`config.mk`:
```
export PLATFORM = sky130hd
export DESIGN_NAME = clk_interval_timer
export DESIGN_NICKNAME = d
export VERILOG_FILES = /design/src/rtl/clk_interval_timer.sv
export SDC_FILE = /design/constraint.sdc
export NUM_CORES = 1
export LEC_CHECK = 0
export CAP_MARGIN = 20
export CELL_PAD_IN_SITES_DETAIL_PLACEMENT = 1
export CELL_PAD_IN_SITES_GLOBAL_PLACEMENT = 2
export CORE_UTILIZATION = 31
export CTS_CLUSTER_DIAMETER = 100
export CTS_CLUSTER_SIZE = 14
export DETAILED_ROUTE_END_ITERATION = 10
export PLACE_DENSITY_LB_ADDON = 0.1
export SYNTH_ARGS = -nofsm -noshare
export SYNTH_HDL_FRONTEND = slang
export SYNTH_SLANG_ARGS = --single-unit
```
`constraint.sdc`:
```
create_clock -name clk -period 2.65 [get_ports clk]
set_input_delay 0.53 -clock clk [delete_from_list [all_inputs] [get_ports clk]]
set_output_delay 0.53 -clock clk [all_outputs]
set_load 0.01 [all_outputs]
```
`src/rtl/clk_interval_timer.sv`:
```
// Multi-channel start/stop interval timer: per-channel cycle counter with live count,
// captured last-interval result, restart/accumulate mode and saturating or wrapping overflow.
module clk_interval_timer #(
  parameter int WIDTH = 32,
  parameter int NCH   = 4,
  parameter bit SAT   = 1'b1
) (
  input  logic                 clk,
  input  logic                 reset_n,
  input  logic [NCH-1:0]       start,
  input  logic [NCH-1:0]       stop,
  input  logic [NCH-1:0]       clear,
  input  logic [NCH-1:0]       accum,
  output logic [NCH*WIDTH-1:0] count,
  output logic [NCH*WIDTH-1:0] last,
  output logic [NCH-1:0]       running,
  output logic [NCH-1:0]       done,
  output logic [NCH-1:0]       overflow
);

  typedef enum logic {IDLE, RUN} state_e;

  for (genvar gi = 0; gi < NCH; gi++) begin : g_ch
    state_e             state_q, state_d;
    logic [WIDTH-1:0]   count_q, count_d;
    logic [WIDTH-1:0]   last_q, last_d;
    logic [WIDTH-1:0]   inc_val;
    logic               at_max;
    logic               done_q, done_d;
    logic               ovf_q, ovf_d;

    // Incrementing from all-ones either pins at all-ones or rolls to zero.
    assign at_max  = &count_q;
    assign inc_val = at_max ? {WIDTH{SAT}} : count_q + WIDTH'(1);

    always_comb begin
      state_d = state_q;
      count_d = count_q;
      last_d  = last_q;
      done_d  = 1'b0;
      ovf_d   = ovf_q;
      if (clear[gi]) begin
        state_d = IDLE;
        count_d = '0;
        ovf_d   = 1'b0;
      end else begin
        case (state_q)
          IDLE: begin
            if (start[gi] && !stop[gi]) begin
              state_d = RUN;
              if (!accum[gi]) count_d = '0;
            end
          end
          RUN: begin
            count_d = inc_val;
            ovf_d   = ovf_q | at_max;
            if (stop[gi]) begin
              state_d = IDLE;
              last_d  = inc_val;
              done_d  = 1'b1;
            end
          end
          default: state_d = IDLE;
        endcase
      end
    end

    always_ff @(posedge clk or negedge reset_n) begin
      if (!reset_n) begin
        state_q <= IDLE;
        count_q <= '0;
        last_q  <= '0;
        done_q  <= 1'b0;
        ovf_q   <= 1'b0;
      end else begin
        state_q <= state_d;
        count_q <= count_d;
        last_q  <= last_d;
        done_q  <= done_d;
        ovf_q   <= ovf_d;
      end
    end

    assign count[gi*WIDTH +: WIDTH] = count_q;
    assign last[gi*WIDTH +: WIDTH]  = last_q;
    assign running[gi]              = (state_q == RUN);
    assign done[gi]                 = done_q;
    assign overflow[gi]             = ovf_q;
  end

endmodule

```
==> results by group, run 1 <==
Run status
  • Outcome: finished, final reports clean

Logic synthesis
  • Async SR Flop Fraction: 100%
  • EDFF count, synth: 0
  • Mean Syn Cell Area: 8.83 um^2
  • #FFs+latches synth: 268
  • Mapped Cells: 1615
  • Sequential cell area fraction in the yosys report: 47.0%
  • Yosys warns: 0
  • Mapped Area: 14300 um^2
  • Post-synthesis cell type count: 66
  • Main flop type after synthesis: dfrtp_1
  • Synthesized Nets: 1637

Timing
  • Final slew viol count: 0
  • Crit share post-route: 93.3%
  • Tightest Pin Transition: 0.761 ns
  • FMAX: 405 MHz
  • Final hold violations: 0
  • Slew margin rel.: 48.8%
  • RSZ-0062 raised after global routing: false
  • Setup violators final: 0
  • Tmin final: 2.47 ns
  • Worst Skew: 0.0192 ns
  • Setup TNS Final: 0 ns

Drt
  • Initial detailed-routing violation count: 755
  • Wire per inst: 20.3 um
  • Max Used Layer: met4
  • Post-DRT Antenna Nets: 0
  • Met3 WL: 2230 um
  • Met2 WL post-DR: 24200 um
  • WL met1: 23600 um
  • Vias: 13500
  • DRC violations left: 0
  • Vias per Instance: 5.40
  • Pre-antenna DRT Iters: 5
  • DRT Wirelength: 50800 um

Global routing
  • Initial antenna violation count: 0
  • Vias in the first global route: 14100
  • First-pass GRT wire length: 81500 um
  • Tot GR Track Use: 21.6%
  • Congestion Overflow GR: 0
  • Largest net degree at the start of global routing: 62

Cells and area
  • Fin nets: 1924
  • Diodes inserted: 0
  • Filler Cell Count: 5278
  • Design area: 18900 um^2
  • Area occupied by multi-input gates: 6910 um^2
  • Most frequent cells in the layout: clkdlybuf4s50_1 (284), dfrtp_1 (268), o21ai_0 (184)
  • Most common cell after layout, fill and taps aside: clkdlybuf4s50_1
  • P&R area growth vs syn: 32.4%
  • Share of cells above drive strength 1: 8.62%
  • Reg area: 6710 um^2

Setup path
  • Startpoint Class: flop
  • Arr. time, crit path: 2.90 ns
  • Crit path max fanout: 8
  • Req. time, crit path: 3.08 ns
  • Crit end category: flop
  • Critical path class: reg -> reg

Pwr
  • Leak pwr: 7.49 nW
  • Maximum VDD drop: 342 uV
  • Pwr Total: 0.00971 W
  • PD cells: 514 nW/um^2

Clocking
  • Setup bufs post-CTS: 0
  • Clk pin slew, worst setup/hold paths: 0.07 ns
  • Clock Tree Root: clkbuf_16
  • H-Tree Depth: 1
  • Clk sinks: 268
  • Worst skew pair latency: 0.55 ns
  • CTS tree: yes
  • Cts bufs inserted: 23
  • Max clock buf depth: 3

Placement
  • DP Wirelength: 35700 um
  • Routability cong.: 0.808
  • Port buffer count: 285
  • Placed inst area: 18300 um^2

Die
  • Rows: 78
  • Die Footprint: 46900 um^2
  • Die W: 217 um
  • Die height: 217 um
  • Top Ports: 286
  • Initial Util: 31.4%
  • Core Footprint: 45400 um^2

Flow run
  • Max-cap violations: 0

Min path
  • Worst min path class: reg -> reg
==> Yosys cell counts, types with 10 or more instances <==
master | n | area share, %
nand3_1 | 54 | 1.9
a22o_1 | 37 | 2.3
dfrtp_1 | 268 | 47
nor2_1 | 176 | 4.6
and4_1 | 17 | 1.0
o31ai_1 | 14 | 0.74
a21o_1 | 23 | 1.2
xor2_1 | 33 | 2.0
inv_1 | 33 | 0.87
buf_4 | 12 | 0.63
o21ai_0 | 184 | 6.5
buf_2 | 18 | 0.63
xnor2_1 | 51 | 3.1
o31a_1 | 10 | 0.61
o21a_1 | 11 | 0.58
nor4_1 | 21 | 0.92
clkbuf_1 | 93 | 2.4
or3_1 | 10 | 0.44
and3_1 | 24 | 1.1
nand2_1 | 128 | 3.4
nor3_1 | 43 | 1.5
a21oi_1 | 97 | 3.4
o2bb2ai_1 | 11 | 0.68
a31oi_1 | 89 | 3.9
nand4_1 | 47 | 2.1
==> area by class of cell <==
cell class / count / share of cell area [%]
repair buffers: 388 / 20.0
clock inverters: 2 / 0.133
flip-flops and latches: 268 / 35.5
well taps: 600 / 3.98
inverters: 37 / 0.736
clock buffers: 23 / 3.05
multi-input cells: 1184 / 36.6
==> cell families (layout without fill, tap and decap cells) <==
logic type / Yosys count / in the layout / share of synthesized area (%)
multiplexers: 7 / 7 / 0.491
flip-flops: 268 / 268 / 47.0
buffers and inverters: 163 / 450 / 4.82
AO/OA/AOI/OAI: 518 / 518 / 22.4
adder cells (fa/ha/maj): 4 / 4 / 0.351
AND/OR/NAND/NOR: 571 / 571 / 19.8
XOR/XNOR: 84 / 84 / 5.16
==> where the power goes <==
group | internal, W | switching (W) | leakage, nW | total (W)
clock | 0.00155 | 0.00163 | 0.295 | 0.00319
sequential | 0.00447 | 0.000245 | 3.53 | 0.00472
combinational | 0.000953 | 0.000854 | 3.67 | 0.00181
==> flip-flops by register name, summed over array words and instances (netlist names) <==
name,cells
g_ch.count_q,128
g_ch.state_q,4
g_ch.done_q,4
g_ch.ovf_q,4
g_ch.last_q,128
==> critical path, cell delays in order, from the launching register on <==
cell     delay, ns
dfrtp_1       0.50
ha_1          0.31
and3_1        0.27
nand2_1       0.18
or4_1         0.62
nor4b_1       0.37
o31ai_1       0.11
==> metal layers <==
| metal | track usage [%] | vias to the layer above |
|---|---|---|
| met5 | 0 | - |
| li1 | - | 6403 |
| met3 | 3.61 | 43 |
| met4 | 4.06 | 0 |
| met1 | 29.4 | 6795 |
| met2 | 36.1 | 267 |
==> per-stage QoR <==
step / hold slack [ns] / util (%) / cells / setup WS (ns)
6_report: 0.484 / 41.6 / 2502 / 0.178
5_1_grt: 0.518 / 41.6 / 2502 / 0.0301
4_1_cts: 0.492 / 41.6 / 2502 / 0.177
3_5_place_dp: 0.474 / 40.2 / 2476 / 0.189
3_3_place_gp: 0.463 / 40.2 / 2476 / 0.247
2_1_floorplan: 0.234 / - / 1615 / 0.279
==> repair_timing <==
action,in CTS,in global routing
endpoints found under the setup margin,0,1
gates resized for setup,0,1
hold endpoints to repair,53,0
hold buffers,1,0
==> path summary, 6_finish.rpt <==
path | depth (start not counted) | slack [ns] | start | end
setup / recovery | 6 | 0.18 | g_ch[2].count_q[0] | g_ch[2].last_q[30]
hold / removal | 2 | 0.48 | g_ch[2].last_q[1] | g_ch[2].last_q[1]
setup reg to reg | 6 | 0.18 | g_ch[2].count_q[0] | g_ch[2].last_q[30]
hold reg to reg | 2 | 0.48 | g_ch[2].last_q[1] | g_ch[2].last_q[1]
max in group asynchronous | 3 | 1.36 | reset_n | g_ch[2].count_q[24]
min in group asynchronous | 2 | 0.49 | reset_n | g_ch[3].state_q
No activity file was read; power rests on OpenSTA's default activity.
==> run 2: changes to the inputs <==
- CORE_UTILIZATION: 31 -> 38
- DONT_BUFFER_PORTS: default -> 1
- SETUP_SLACK_MARGIN: default -> 0.3
==> results by group, run 2 (synthesized netlist as in run 1, its figures left out) <==
Run status
  • Outcome: complete, but fails checks (was finished, final reports clean)
  • Failing checks: hold timing

Clocking
  • H-Tree Depth: 1 (unchanged)
  • Clk pin slew, worst setup/hold paths: 0.07 ns (about the same)
  • Clock Tree Root: clkbuf_16 (unchanged)
  • Cts bufs inserted: 23 (unchanged)
  • CTS tree: yes (unchanged)
  • Clk sinks: 268 (unchanged)
  • Max clock buf depth: 3 (unchanged)
  • Worst skew pair latency: 0.55 ns (about the same)

Drt
  • Post-DRT Antenna Nets: 0 (unchanged)
  • Vias: 12500 (was 13500)
  • Initial detailed-routing violation count: 543 (was 755)
  • DRT Wirelength: 47700 um (was 50800 um)
  • Vias per Instance: 5.90 (was 5.40)
  • DRC violations left: 0 (unchanged)
  • Wire per inst: 22.6 um (was 20.3 um)
  • Pre-antenna DRT Iters: 4 (was 5)

Timing
  • Setup violators final: 0 (unchanged)
  • Worst Skew: 0.0202 ns (was 0.0192 ns)
  • Slew margin rel.: 42.1% (was 48.8%)
  • RSZ-0062 raised after global routing: true (was false)
  • FMAX: 446 MHz (was 405 MHz)
  • Final hold violations: 268 (was 0)
  • Final slew viol count: 0 (unchanged)
  • Setup TNS Final: 0 ns (unchanged)
  • Tightest Pin Transition: 0.868 ns (was 0.761 ns)
  • Tmin final: 2.24 ns (was 2.47 ns)
  • Hold WS: -0.326 ns (was 0.484 ns)
  • Crit share post-route: 84.5% (was 93.3%)

Flow run
  • Max-cap violations: 0 (unchanged)

Cells and area
  • Fin nets: 1663 (was 1924)
  • Final Util: 43.5% (was 41.6%)
  • Largest regs: g_ch.count_q: 128 flops, g_ch.last_q: 128 flops (unchanged)
  • Most common cell after layout, fill and taps aside: dfrtp_1 (was clkdlybuf4s50_1)
  • P&R area growth vs syn: 12.2% (was 32.4%)
  • Area occupied by multi-input gates: 6980 um^2 (was 6910 um^2)
  • Most frequent cells in the layout: dfrtp_1 (260), o21ai_0 (183), nor2_1 (175) (was clkdlybuf4s50_1 (284), dfrtp_1 (268), o21ai_0 (184))
  • Filler Cell Count: 4284 (was 5278)
  • Diodes inserted: 0 (unchanged)
  • Share of cells above drive strength 1: 12.8% (was 8.62%)
  • Reg area: 6720 um^2 (was 6710 um^2)

Setup path
  • Slowest CP cell: or4_1 (unchanged)
  • Crit path max fanout: 9 (was 8)
  • Critical path cell sequence: ha_1, and3_2, nand2_2, or4_1, nor4b_1, o31ai_1 (was ha_1, and3_1, nand2_1, or4_1, nor4b_1, o31ai_1)
  • Crit end category: flop (unchanged)
  • Critical path class: reg -> reg (unchanged)
  • Max stage delay on crit path: 0.64 ns (was 0.62 ns)
  • CP Buf/Inv Count: 0 (unchanged)
  • Arr. time, crit path: 2.66 ns (was 2.90 ns)
  • Critical path's top delay family: simple AND/OR/NAND/NOR gates (unchanged)
  • Req. time, crit path: 3.07 ns (was 3.08 ns)
  • Startpoint Class: flop (unchanged)

Pwr
  • Leak pwr: 6.56 nW (was 7.49 nW)
  • PD cells: 547 nW/um^2 (was 514 nW/um^2)
  • Maximum VDD drop: 412 uV (was 342 uV)

Die
  • Rows: 70 (was 78)
  • Die Footprint: 38300 um^2 (was 46900 um^2)
  • Die W: 196 um (was 217 um)
  • Initial Util: 38.8% (was 31.4%)
  • Top Ports: 286 (unchanged)
  • Core Footprint: 36800 um^2 (was 45400 um^2)
  • Die height: 196 um (was 217 um)

Global routing
  • Vias in the first global route: 12600 (was 14100)
  • First-pass GRT wire length: 75500 um (was 81500 um)
  • Initial antenna violation count: 0 (unchanged)
  • Congestion Overflow GR: 0 (unchanged)
  • Largest net degree at the start of global routing: 269 (was 62)
  • Tot GR Track Use: 24.7% (was 21.6%)

Placement
  • DP Wirelength: 32200 um (was 35700 um)
  • Port buffer count: 0 (was 285)
  • Routability cong.: 0.833 (was 0.808)

Min path
  • Worst min path class: in -> async (was reg -> reg)
run 2: timing repair:
action / CTS / global route
pin swaps: 0 / 5
hold endpoints to repair: 268 / 268
resized for setup: 2 / 27
endpoints found under the setup margin: 9 / 89
gates cloned: 0 / 2
setup buffers: 0 / 5
run 2: layer usage:
metal / routed length (um) / track usage, % / vias up
met3: 3190 / 6.12 / 46
met5: 0 / 0 / -
met4: 921 / 6.37 / 0
li1: - / - / 5873
met2: 22000 / 39.3 / 274
met1: 21600 / 33.7 / 6259
run 2: cell type report:
type                    instances  area share (%)
repair buffers                127            6.11
well taps                     468            3.66
clock inverters                 2           0.156
multi-input cells            1184            43.6
inverters                      37           0.868
flip-flops and latches        268            42.0
clock buffers                  23            3.60
run 2: final timing paths:
check                                    from                 end  slack, ns  depth (start not counted)
setup / recovery           g_ch[2].count_q[1]  g_ch[2].last_q[30]       0.41                          6
hold / removal                        reset_n     g_ch[3].state_q      -0.33                          0
setup reg to reg           g_ch[2].count_q[1]  g_ch[2].last_q[30]       0.41                          6
hold reg to reg             g_ch[2].last_q[1]   g_ch[2].last_q[1]       0.56                          2
max in group asynchronous             reset_n  g_ch[0].count_q[4]       2.20                          0
min in group clk                     clear[3]       g_ch[3].ovf_q       0.04                          1
run 2: stage by stage:
step	total power (W)	cell area [um^2]	setup slack [ns]	std cells
after floorplan	0.00543	14300	0.300	1615
after global placement	0.00567	15300	0.349	2077
after detailed placement	0.00571	15300	0.288	2077
after CTS	0.00889	15900	0.304	2102
after global routing	0.00915	16000	0.281	2109
final	0.00876	16000	0.410	2109
run 2: power by group:
group | leakage [nW] | total [W] | switching, W | internal, W
logic | 2.75 | 0.000626 | 0.000353 | 0.000273
registers | 3.52 | 0.00499 | 0.000522 | 0.00447
clock network | 0.295 | 0.00314 | 0.00159 | 0.00155
